File: src/rtl/muldiv_pkg.sv
// Shared encodings for the multi-cycle multiply/divide unit.
package muldiv_pkg;

    typedef enum logic [2:0] {
        OP_MULT  = 3'b000,
        OP_MULTU = 3'b001,
        OP_DIV   = 3'b010,
        OP_DIVU  = 3'b011,
        OP_MTHI  = 3'b100,
        OP_MTLO  = 3'b101
    } op_e;

    typedef enum logic [1:0] {
        S_IDLE   = 2'd0,
        S_CALC   = 2'd1,
        S_FINISH = 2'd2
    } state_e;

endpackage

File: src/rtl/muldiv_step.sv
// One iteration of shift-add multiply or restoring shift-subtract divide.
module muldiv_step #(
    parameter int unsigned WIDTH = 32
) (
    input  logic             is_div,
    input  logic [WIDTH-1:0] acc_hi,   // partial product high / remainder
    input  logic [WIDTH-1:0] acc_lo,   // multiplier bits / dividend-quotient
    input  logic [WIDTH-1:0] opnd,     // multiplicand / divisor
    output logic [WIDTH-1:0] nxt_hi,
    output logic [WIDTH-1:0] nxt_lo
);

    logic [WIDTH:0]   sum;
    logic [WIDTH:0]   shifted;
    logic             fits;

    // Multiply consumes the LSB of acc_lo and shifts right; divide shifts left
    // and commits the trial subtraction when the divisor fits.
    always_comb begin
        sum     = {1'b0, acc_hi} + (acc_lo[0] ? {1'b0, opnd} : '0);
        shifted = {acc_hi, acc_lo[WIDTH-1]};
        fits    = (shifted >= {1'b0, opnd});
        nxt_hi  = sum[WIDTH:1];
        nxt_lo  = {sum[0], acc_lo[WIDTH-1:1]};
        if (is_div) begin
            nxt_hi = fits ? (shifted[WIDTH-1:0] - opnd) : shifted[WIDTH-1:0];
            nxt_lo = {acc_lo[WIDTH-2:0], fits};
        end
    end

endmodule

File: src/rtl/muldiv_unit.sv
// Multi-cycle MULT/MULTU/DIV/DIVU with architectural HI/LO and MTHI/MTLO.
module muldiv_unit
    import muldiv_pkg::*;
#(
    parameter  int unsigned WIDTH = 32,
    localparam int unsigned CNT_W = $clog2(WIDTH + 1)
) (
    input  logic             clk,
    input  logic             reset,
    input  logic             start,
    input  logic [2:0]       op,
    input  logic [WIDTH-1:0] a,
    input  logic [WIDTH-1:0] b,
    input  logic             abort,
    output logic             busy,
    output logic             done,
    output logic             div_by_zero,
    output logic [WIDTH-1:0] hi,
    output logic [WIDTH-1:0] lo
);

    state_e             state, state_d;
    logic [CNT_W-1:0]   cnt;
    logic [WIDTH-1:0]   acc_hi, acc_lo, opnd;
    logic [WIDTH-1:0]   step_hi, step_lo;
    logic [WIDTH-1:0]   hi_q, lo_q;
    logic               is_div, neg_q, neg_r, dbz_pend;
    logic               busy_q, done_q, dbz_q;

    logic               is_arith, is_signed, op_div, dz_c, sign_a, sign_b;
    logic [WIDTH-1:0]   abs_a, abs_b, quo_fix, rem_fix;
    logic [2*WIDTH-1:0] prod, prod_fix;

    muldiv_step #(.WIDTH(WIDTH)) u_step (
        .is_div (is_div),
        .acc_hi (acc_hi),
        .acc_lo (acc_lo),
        .opnd   (opnd),
        .nxt_hi (step_hi),
        .nxt_lo (step_lo)
    );

    // Operand decode, magnitudes and final sign correction.
    always_comb begin
        is_arith  = (op == OP_MULT) || (op == OP_MULTU) || (op == OP_DIV) || (op == OP_DIVU);
        is_signed = (op == OP_MULT) || (op == OP_DIV);
        op_div    = (op == OP_DIV)  || (op == OP_DIVU);
        dz_c      = op_div && (b == '0);
        sign_a    = is_signed && a[WIDTH-1];
        sign_b    = is_signed && b[WIDTH-1];
        abs_a     = sign_a ? (~a + WIDTH'(1)) : a;
        abs_b     = sign_b ? (~b + WIDTH'(1)) : b;
        prod      = {acc_hi, acc_lo};
        prod_fix  = neg_q ? (~prod + (2*WIDTH)'(1)) : prod;
        quo_fix   = neg_q ? (~acc_lo + WIDTH'(1)) : acc_lo;
        rem_fix   = neg_r ? (~acc_hi + WIDTH'(1)) : acc_hi;
    end

    // Next-state logic; abort always wins back to IDLE.
    always_comb begin
        state_d = state;
        case (state)
            S_IDLE:   if (start && is_arith) state_d = dz_c ? S_FINISH : S_CALC;
            S_CALC:   if (abort) state_d = S_IDLE;
                      else if (cnt == CNT_W'(WIDTH - 1)) state_d = S_FINISH;
            S_FINISH: state_d = S_IDLE;
            default:  state_d = S_IDLE;
        endcase
    end

    // State register.
    always_ff @(posedge clk or negedge reset) begin
        if (!reset) state <= S_IDLE;
        else        state <= state_d;
    end

    // Datapath, counter, HI/LO and registered status outputs.
    always_ff @(posedge clk or negedge reset) begin
        if (!reset) begin
            cnt      <= '0;
            acc_hi   <= '0;
            acc_lo   <= '0;
            opnd     <= '0;
            is_div   <= 1'b0;
            neg_q    <= 1'b0;
            neg_r    <= 1'b0;
            dbz_pend <= 1'b0;
            hi_q     <= '0;
            lo_q     <= '0;
            busy_q   <= 1'b0;
            done_q   <= 1'b0;
            dbz_q    <= 1'b0;
        end else begin
            done_q <= 1'b0;
            busy_q <= (state_d != S_IDLE);
            case (state)
                S_IDLE: if (start) begin
                    if (is_arith) begin
                        acc_hi   <= '0;
                        acc_lo   <= dz_c ? a : (op_div ? abs_a : abs_b);
                        opnd     <= op_div ? abs_b : abs_a;
                        is_div   <= op_div;
                        neg_q    <= sign_a ^ sign_b;
                        neg_r    <= sign_a;
                        dbz_pend <= dz_c;
                        cnt      <= '0;
                        dbz_q    <= 1'b0;
                    end else if (op == OP_MTHI) begin
                        hi_q <= a;
                    end else if (op == OP_MTLO) begin
                        lo_q <= a;
                    end
                end
                S_CALC: if (!abort) begin
                    acc_hi <= step_hi;
                    acc_lo <= step_lo;
                    cnt    <= cnt + CNT_W'(1);
                end
                S_FINISH: if (!abort) begin
                    done_q <= 1'b1;
                    if (dbz_pend) begin
                        hi_q  <= acc_lo;
                        lo_q  <= '1;
                        dbz_q <= 1'b1;
                    end else if (is_div) begin
                        hi_q <= rem_fix;
                        lo_q <= quo_fix;
                    end else begin
                        {hi_q, lo_q} <= prod_fix;
                    end
                end
                default: ;
            endcase
        end
    end

    assign busy        = busy_q;
    assign done        = done_q;
    assign div_by_zero = dbz_q;
    assign hi          = hi_q;
    assign lo          = lo_q;

endmodule

File: config.mk
export PLATFORM = sky130hd
export DESIGN_NAME = muldiv_unit
export DESIGN_NICKNAME = d
export VERILOG_FILES = /design/src/rtl/muldiv_pkg.sv /design/src/rtl/muldiv_step.sv /design/src/rtl/muldiv_unit.sv
export SDC_FILE = /design/constraint.sdc
export NUM_CORES = 1
export LEC_CHECK = 0
export BUFFER_PORTS_ARGS = -buffer_cell sky130_fd_sc_hd__buf_2
export CORE_ASPECT_RATIO = 1.1
export CORE_MARGIN = 2
export CORE_UTILIZATION = 25
export CTS_CLUSTER_SIZE = 10
export DETAILED_ROUTE_END_ITERATION = 10
export GPL_TIMING_DRIVEN = 0
export SETUP_SLACK_MARGIN = 0.5
export SKIP_CTS_REPAIR_TIMING = 1
export SLEW_MARGIN = 20
export SYNTH_ARGS = -nofsm -noshare
export SYNTH_HDL_FRONTEND = slang
export SYNTH_SLANG_ARGS = --single-unit
File: constraint.sdc
create_clock -name clk -period 3.9 [get_ports clk]
set_input_delay 0.39 -clock clk [delete_from_list [all_inputs] [get_ports clk]]
set_output_delay 0.39 -clock clk [all_outputs]
set_load 0.02 [all_outputs]
# Yosys cells after proc, flatten, opt, wreduce, memory -nomap -nowiden
# Index checks and enable logic that the tools add are counted.
dict set report totals {
  reg_bits 175
  inputBits 71
  output_inout_bits 67
  word_cells 117
}
dict set report op_classes {
  addsub 8
  n_lt_le_gt_ge 1
  eq_ne 17
  muxes 51
  bitwise_logic 6
  reduce_logical 20
}
# cell n
set ops {}
lappend ops {{two-way mux 32 bit} 30}
lappend ops {{case mux 32 bit (2 select lines)} 4}
lappend ops {{adder 32 x 1 -> 32 bit, second input constant} 4}
lappend ops {{inverter 32 bit} 4}
lappend ops {{adder 64 x 1 -> 64 bit, second input constant} 1}
lappend ops {{two-way mux 64 bit} 1}
lappend ops {{inverter 64 bit} 1}
lappend ops {{adder 32 x 33 -> 33 bit} 1}
lappend ops {{>= comparator 33 x 32 -> 1 bit} 1}
lappend ops {{logical NOT 32 bit} 1}
lappend ops {{subtractor 32 bit} 1}
lappend ops {{two-way mux 6 bit} 3}
lappend ops {{!= test 2 bit, second input constant} 9}
lappend ops {{case mux 6 bit (2 select lines)} 1}
lappend ops {{AND reduction 5 bit} 2}
lappend ops {{two-way mux 2 bit} 4}
lappend ops {{adder 6 x 1 -> 6 bit, second input constant} 1}
lappend ops {{equality test 3 x 2 -> 1 bit, second input constant} 2}
lappend ops {{equality test 3 bit, second input constant} 2}
lappend ops {{equality test 6 x 5 -> 1 bit, second input constant} 1}
lappend ops {{two-way mux 1 bit} 6}
lappend ops {{AND reduction 6 bit} 1}
lappend ops {{nonzero test 2 bit} 3}
lappend ops {{logical OR 1 bit} 5}
lappend ops {{other kinds (11)} 14}

# Longest topological paths before layout
# Gate-level depths: netlist of run 1.
dict set report depth {
  word_depth 9
  ltp_mapped 14
  mapped_depth_nobuf 13
}

# Modules after synthesis
# From an unflattened synthesis of run 1, not the netlist that was laid out.
dict set report hier_totals {
  hier_cells 2060
  area_unflattened_um2 16153.0
}
# module instances cells_each area_each_um2 seq_area_each_um2
set modules_own_cells {}
lappend modules_own_cells {muldiv_unit 1 1371 11483.5 4379.2}
lappend modules_own_cells {muldiv_step 1 689 4669.5 0.0}

# Worst setup path after synthesis of run 1
# OpenSTA, ideal clock, no wires.
dict set report synth_path {
  path_kind {register -> register}
  startpoint {register acc_lo[0]}
  endpoint {register acc_hi[26]}
  setup_time_ns 0.134
  arrival_ns 3.096
  t_required_ns 3.766
  slack_ns 0.671
  path_stages_with_launch 14
  n_path_buf 1
  synth_period_minus_slack_ns 3.229
  cell_sequence {dfrtp_1 inv_1 clkbuf_1 nor2_1 ha_1 o211ai_1 o21ai_1 o21ai_0 a2111oi_2 nor4_1 or3_1 mux2i_1 o31ai_1 nand3_1}
}
dict set report synth_via {
  elab_chain_len 5
}
# item line_no
set synth_lines {}
lappend synth_lines {{start, declared} muldiv_unit.sv:24} ;# logic [WIDTH-1:0] acc_hi, acc_lo, opnd;
lappend synth_lines {{start signal, assigned} muldiv_unit.sv:100} ;# acc_lo <= dz_c ? a : (op_div ? abs_a : abs_b);
lappend synth_lines {{start signal, assigned} muldiv_unit.sv:116} ;# acc_lo <= step_lo;
lappend synth_lines {{two-way mux 32 bit} muldiv_step.sv:20} ;# sum = {1'b0, acc_hi} + (acc_lo[0] ? {1'b0, opnd} : '0);
lappend synth_lines {{adder 32 x 33 -> 33 bit} muldiv_step.sv:20}
lappend synth_lines {{two-way mux 32 bit} muldiv_step.sv:25} ;# if (is_div) begin
lappend synth_lines {{two-way mux 32 bit} muldiv_unit.sv:114} ;# S_CALC: if (!abort) begin
lappend synth_lines {{case mux 32 bit (2 select lines)} muldiv_unit.sv:96} ;# case (state)
lappend synth_lines {{end signal, assigned} muldiv_unit.sv:115} ;# acc_hi <= step_hi;
lappend synth_lines {{end, declared} muldiv_unit.sv:24}
# No other way between the ends. The select of a mux whose other input is x is not followed.
# A chain may end at the register's enable or synchronous reset.

# Final worst setup path of run 1
dict set report layout_path {
  startpoint {register acc_lo[7]}
  endpoint {register hi_q[2], in the netlist hi[2]}
}
dict set report layout_via {
  elab_chain_len 7
}
# item line_no
set layout_lines {}
lappend layout_lines {{inverter 64 bit} muldiv_unit.sv:54} ;# prod_fix = neg_q ? (~prod + (2*WIDTH)'(1)) : prod;
lappend layout_lines {{adder 64 x 1 -> 64 bit} muldiv_unit.sv:54}
lappend layout_lines {{two-way mux 64 bit} muldiv_unit.sv:54}
lappend layout_lines {{two-way mux 32 bit} muldiv_unit.sv:125} ;# end else if (is_div) begin
lappend layout_lines {{two-way mux 32 bit} muldiv_unit.sv:121} ;# if (dbz_pend) begin
lappend layout_lines {{two-way mux 32 bit} muldiv_unit.sv:119} ;# S_FINISH: if (!abort) begin
lappend layout_lines {{case mux 32 bit (2 select lines)} muldiv_unit.sv:96}
lappend layout_lines {{end signal, assigned} muldiv_unit.sv:122} ;# hi_q <= acc_lo;
lappend layout_lines {{end signal, assigned} muldiv_unit.sv:126} ;# hi_q <= rem_fix;
lappend layout_lines {{end signal, assigned} muldiv_unit.sv:129} ;# {hi_q, lo_q} <= prod_fix;
lappend layout_lines {{end, declared} muldiv_unit.sv:26} ;# logic [WIDTH-1:0] hi_q, lo_q;
# No other way between the ends. The select of a mux whose other input is x is not followed.

==> results of run 1 <==
worst max-delay path by stage:
stage | start | to | slack [ps]
after floorplan | acc_lo[0] | acc_hi[26] | 670
after global placement | acc_lo[0] | acc_hi[31] | -670
after detailed placement | acc_lo[0] | acc_hi[30] | -680
after CTS | acc_lo[0] | acc_hi[30] | -720
after global routing | acc_lo[0] | acc_hi[30] | 410
final | acc_lo[7] | hi[2] | 500
registers in the layout, summed over array words and instances, names as in the netlist:
signal,flops
acc_hi,32
acc_lo,32
hi,32
lo,32
opnd,32
cnt,6
state,2
busy,1
dbz_pend,1
div_by_zero,1
done,1
is_div,1
neg_q,1
neg_r,1
per-stage QoR:
step	worst slack (ps)	utilization, %
final	496	29.5
after global routing	406	29.5
after CTS	-720	28.7
after detailed placement	-682	27.9
after global placement	-667	27.8
after floorplan	671	-
placed cells by master (no fill, tap or decap), types with 21 or more instances in the layout:
| cell | synthesis | layout |
|---|---|---|
| o21ai_0 | 242 | 238 |
| nand2_1 | 231 | 231 |
| nor2_1 | 202 | 198 |
| a21oi_1 | 176 | 173 |
| dfrtp_1 | 175 | 168 |
| buf_2 | 8 | 131 |
| clkbuf_1 | 136 | 122 |
| xnor2_1 | 114 | 114 |
| ha_1 | 69 | 66 |
| inv_1 | 66 | 63 |
| xor2_1 | 59 | 59 |
| nand3_1 | 53 | 52 |
| nor3_1 | 43 | 41 |
| mux2i_1 | 42 | 41 |
| o211ai_1 | 38 | 38 |
| o22ai_1 | 34 | 34 |
| a21o_1 | 33 | 33 |
| buf_4 | 2 | 29 |
| a31oi_1 | 29 | 28 |
| a211oi_1 | 30 | 27 |
| o31ai_1 | 25 | 24 |
| nand2b_1 | 23 | 23 |
| nand4_1 | 23 | 23 |
| o21ai_1 | 20 | 22 |
| and3_1 | 21 | 21 |
layer usage:
layer | up-vias | routed length (um) | share of wire (%) | global-route usage [%]
met3 | 257 | 6950 | 9.1 | 4.12
met5 | - | 26 | 0.034 | 0
li1 | 8177 | - | - | -
met2 | 1016 | 34800 | 45 | 35.6
met4 | 4 | 5580 | 7.3 | 14.7
met1 | 8654 | 29100 | 38 | 26.9
cell type report:
class | instances | area, um^2 | area share [%]
repair buffers | 156 | 921 | 4.82
clock buffers | 20 | 457 | 2.39
plain buffers | 166 | 708 | 3.70
clock inverters | 11 | 108 | 0.563
well taps | 850 | 1060 | 5.56
multi-input cells | 1748 | 11200 | 58.6
flip-flops and latches | 175 | 4390 | 23.0
diodes | 2 | 5.00 | 0.0262
inverters | 67 | 256 | 1.34
logic make-up after synthesis:
kind of cell,Yosys count,share of synthesized area [%]
AO/OA/AOI/OAI,742,28.1
XOR/XNOR,173,9.31
adder cells (fa/ha/maj),71,5.55
buffers and inverters,233,5.63
flip-flops,175,26.9
multiplexers,51,3.21
AND/OR/NAND/NOR,711,21.3
worst min-delay path, stage by stage:
cell and delay, ps:
buf_2 210, a31oi_1 100, o21ai_0 60
power groups by stage:
stage	registers, mW	logic, mW	clock network [mW]
floorplan	2.94	5.07	0
global placement	3.02	7.46	0
detailed placement	3.03	7.48	0
CTS	3.00	7.51	1.73
global route	3.08	8.80	1.80
finish	3.04	8.14	1.73
==> results.ini, run 1 <==
[outcome]
status = completed

[yosys]
synth.most_common_cell = o21ai_0
synth_edf_count = 0
ys_seq_area_share_pct = 26.9
synthTopCellsByArea = dfrtp_1 27%, o21ai_0 7.4%, xnor2_1 6.1%
synth_warnings = 0
synth_top_area_share_pct = 26.9
synth_fp_nets = 2298
synth_area_mm2 = 0.0163
synth_top_cell_by_area = dfrtp_1
synthArstFlopShare_pct = 100
synth_seq_cells = 175
syn_avg_cell_area_um2 = 7.55
ys_types = 92
synth_cells = 2156
ys.flop_type = dfrtp_1
synth_commonest_cells = 242 x o21ai_0, 231 x nand2_1, 202 x nor2_1, 176 x a21oi_1, 175 x dfrtp_1

[setup_path]
rrSetupSlack_ps = 500
timing.rr.start = acc_lo[7]
r2r-end = hi[2]
crit_buf_inv = 3
path_cells = clkbuf_1, or4_4, nor3_4, buf_12, buf_4, a41oi_2, a211oi_2, nor2_1, xnor2_1, o21ai_0, nand2_1, a21oi_1
max_stage_delay_ps = 550
start_kind = register
cp.depth = 12
reg2reg_depth = 12
cp_top_family = compound AO/OA/AOI/OAI gates
arrival_ps = 3800
critPathRequiredTime_ps = 4300
end_kind = register
criticalPathCategory = reg2reg
crit_fanout = 9
critical-path-slowest-cell = or4_4

[placed_design]
gp_congestion = 1.03
hpwl_um = 61000
port-buffer-count = 126
dp_cells = 3134
postPlaceCellArea_mm2 = 0.0180

[grt]
grt_first_pass_wirelength_um = 111000
grt_max_degree = 76
grt_pass1_vias = 16900
antenna_found_initial = 4
gr-total-overflow = 0
grtUsageTotal_pct = 22.1

[cells_and_area]
drive_gt1_share_pct = 13.1
final_nets = 2473
n_fill_cell = 7136
final_design_area_no_fill_mm2 = 0.0191
final_cells = 3195
syn_to_final_growth_pct = 17.5

[sta]
slew_headroom_pct = 22.0
clock_skew_ps = 11.4
fin_crit_ps = 3400
setup_violations = 0
hold_slack_ps = 329
period_share_pct = 87.3
rsz0062_at_grt = true
tns_ps = 0
tightest_slew_ps = 1170
slew_violations = 0
timing.fmax_mhz = 294
hold_viol = 0

[clock_tree]
cts_tree = yes
clk_path_buf_depth = 2
clk-insertion-delay-late_ps = 470
clk_pin_slew_ps = 70
clock_sinks = 175
cts_max_level = 4
root_buffer = clkbuf_16
cts_buffers = 17

[power]
clock_power_share_pct = 13.4
p_leak_nw = 7.83
seqPwrFrac_pct = 23.5
intPower_mw = 6.20
comb_power_share_pct = 63.1
p_switching_mw = 6.71
swShare_pct = 52.0
ir_drop_uv = 345
total_power_mw = 12.9
pwr_density_cell_mw_per_mm2 = 675

[die]
io_pins = 138
initial_utilization_pct = 25.1
dieArea_mm2 = 0.0672
die_w_um = 247
rows = 98
die-height_um = 272
coreArea_mm2 = 0.0647

[flow_run]
drv_cap = 0

[detailed_routing]
routed_wl_um = 76500
drc_errors = 0
drt_first_pass_iters = 6
detail_route.wl_per_cell_um = 23.9
drtIter0Drc = 2060
vias = 18100
vias_per_cell = 5.67
ant_nets = 0

[min_path]
whs_path_depth = 3
hp-start = a[15]
hold_end = acc_lo[15]
min_path_type = in2reg

Note: power is estimated with default switching activity, not from simulation.
==> inputs of run 2 (changes only) <==
==> constraint.sdc (replaced) <==
create_clock -name clk -period 4.2 [get_ports clk]
set_input_delay 0.42 -clock clk [delete_from_list [all_inputs] [get_ports clk]]
set_output_delay 0.42 -clock clk [all_outputs]
set_load 0.02 [all_outputs]
==> run 2 against run 1 <==
Clock skew rose by 1.3 ps. Highest routed layer unchanged. Critical endpoint is now hi[1]. Utilization fell by 0.57 points. Die area did not move.
==> results.ini, run 2 (same netlist as run 1, synthesis figures left out) <==
[outcome]
status = completed

[sta]
period_share_pct = 86.5
timing.fmax_mhz = 275
clock_skew_ps = 12.8
hold_slack_ps = 359
rsz0062_at_grt = false
slew_violations = 0
hold_viol = 0
slew_headroom_pct = 22.7
tns_ps = 0
fin_crit_ps = 3630
tightest_slew_ps = 1160
setup_violations = 0

[die]
dieArea_mm2 = 0.0672
coreArea_mm2 = 0.0647
rows = 98
initial_utilization_pct = 25.1
die_w_um = 247
io_pins = 138
die-height_um = 272

[detailed_routing]
vias_per_cell = 5.64
drc_errors = 0
drt_first_pass_iters = 5
vias = 17900
routed_wl_um = 76100
detail_route.wl_per_cell_um = 24.0
drtIter0Drc = 1970
ant_nets = 0

[clock_tree]
clk-insertion-delay-late_ps = 480
root_buffer = clkbuf_16
clk_pin_slew_ps = 80
clk_path_buf_depth = 2
cts_tree = yes
cts_max_level = 4
clock_sinks = 175
cts_buffers = 17

[setup_path]
max_stage_delay_ps = 540
criticalPathCategory = reg2reg
timing.rr.start = acc_lo[7]
critical-path-slowest-cell = or4_4
cp_top_family = simple AND/OR/NAND/NOR gates
path_cells = clkbuf_1, or4_4, nor3_4, nand4_1, o21ai_0, xnor2_1, o21ai_0, o211ai_1, o21ai_0, o21ai_0
crit_fanout = 10
start_kind = register
crit_buf_inv = 1
setup.worst_path.start = acc_lo[7]
end_kind = register
arrival_ps = 4020
critPathRequiredTime_ps = 4590
path_common_cell = o21ai_0

[cells_and_area]
syn_to_final_growth_pct = 15.2
layout_commonest_cell = o21ai_0
drive_gt1_share_pct = 10.8
layout_common_cells = 241 x o21ai_0, 231 x nand2_1, 201 x nor2_1
finish.utilization_pct = 29.0
final_nets = 2449
final_design_area_no_fill_mm2 = 0.0188

[power]
p_leak_nw = 7.65
ir_drop_uv = 320
pwr_density_cell_mw_per_mm2 = 623

[grt]
grt_pass1_vias = 16900
grt_first_pass_wirelength_um = 111000
grtUsageTotal_pct = 22.1
gr-total-overflow = 0
grt_max_degree = 76
antenna_found_initial = 4

[flow_run]
drv_cap = 0

[min_path]
min_path_type = in2reg
hp-start = a[15]

[placed_design]
hpwl_um = 61000
port-buffer-count = 126
postPlaceCellArea_mm2 = 0.0180
gp_congestion = 1.03

-- run 2: changes by cell type in the layout (fill, tap and decap cells not counted), moves of 3 or more --
cell	change
o21ai_0	+3
buf_4	-23
dfrtp_2	-5
ha_1	+3
nor4_2	+3
nor2_1	+3
clkbuf_2	-12
dfrtp_1	+5
clkbuf_1	+10
o21ai_1	-3
nor4_4	-3
-- run 2: area by class of cell --
type | instances | area [um^2]
tap | 850 | 1060
fill | 7162 | 46000
timing repair buffer | 132 | 728
antenna | 1 | 2.50
sequential | 175 | 4380
multi-input combinational | 1748 | 11100
buffer | 166 | 683
clock buffer | 20 | 457
inverter | 67 | 254
clock inverter | 11 | 108
-- run 2: final timing paths --
path                               to  slack, ps  depth (start not counted)
setup / recovery                hi[1]        570                         10
hold reg to reg                lo[17]        470                          2
max in group asynchronous    opnd[14]       2980                          3
hold / removal             acc_lo[15]        360                          3
setup reg to reg                hi[1]        570                         10
min in group asynchronous      lo[26]        440                          2
-- run 2: routing by layer --
| layer | up-vias | global-route usage [%] | share of wire, % |
|---|---|---|---|
| li1 | 8128 | - | - |
| met1 | 8540 | 26.9 | 38 |
| met4 | 4 | 14.7 | 7.2 |
| met2 | 957 | 35.6 | 45 |
| met3 | 241 | 4.12 | 8.9 |
| met5 | - | 0 | 0.030 |
-- run 2: per-stage QoR --
stage / cells / power [mW] / setup WS [ps]
after floorplan: 2156 / 7.44 / 971
after global placement: 3132 / 9.74 / -367
after detailed placement: 3134 / 9.76 / -382
after CTS: 3165 / 11.4 / -420
after global routing: 3169 / 12.4 / 394
final: 3170 / 11.7 / 569
-- run 2: tightest hold or removal path, delay by kind of cell --
kind            cells  cell delay [ps]
compound gates      2              160
buf+inv             1              210
-- run 2: power breakdown --
part	switching (mW)	internal, mW	leakage [nW]	total, mW
Sequential	0.682	2.14	2.18	2.82
Combinational	4.69	2.57	5.22	7.26
Clock	0.762	0.849	0.262	1.61
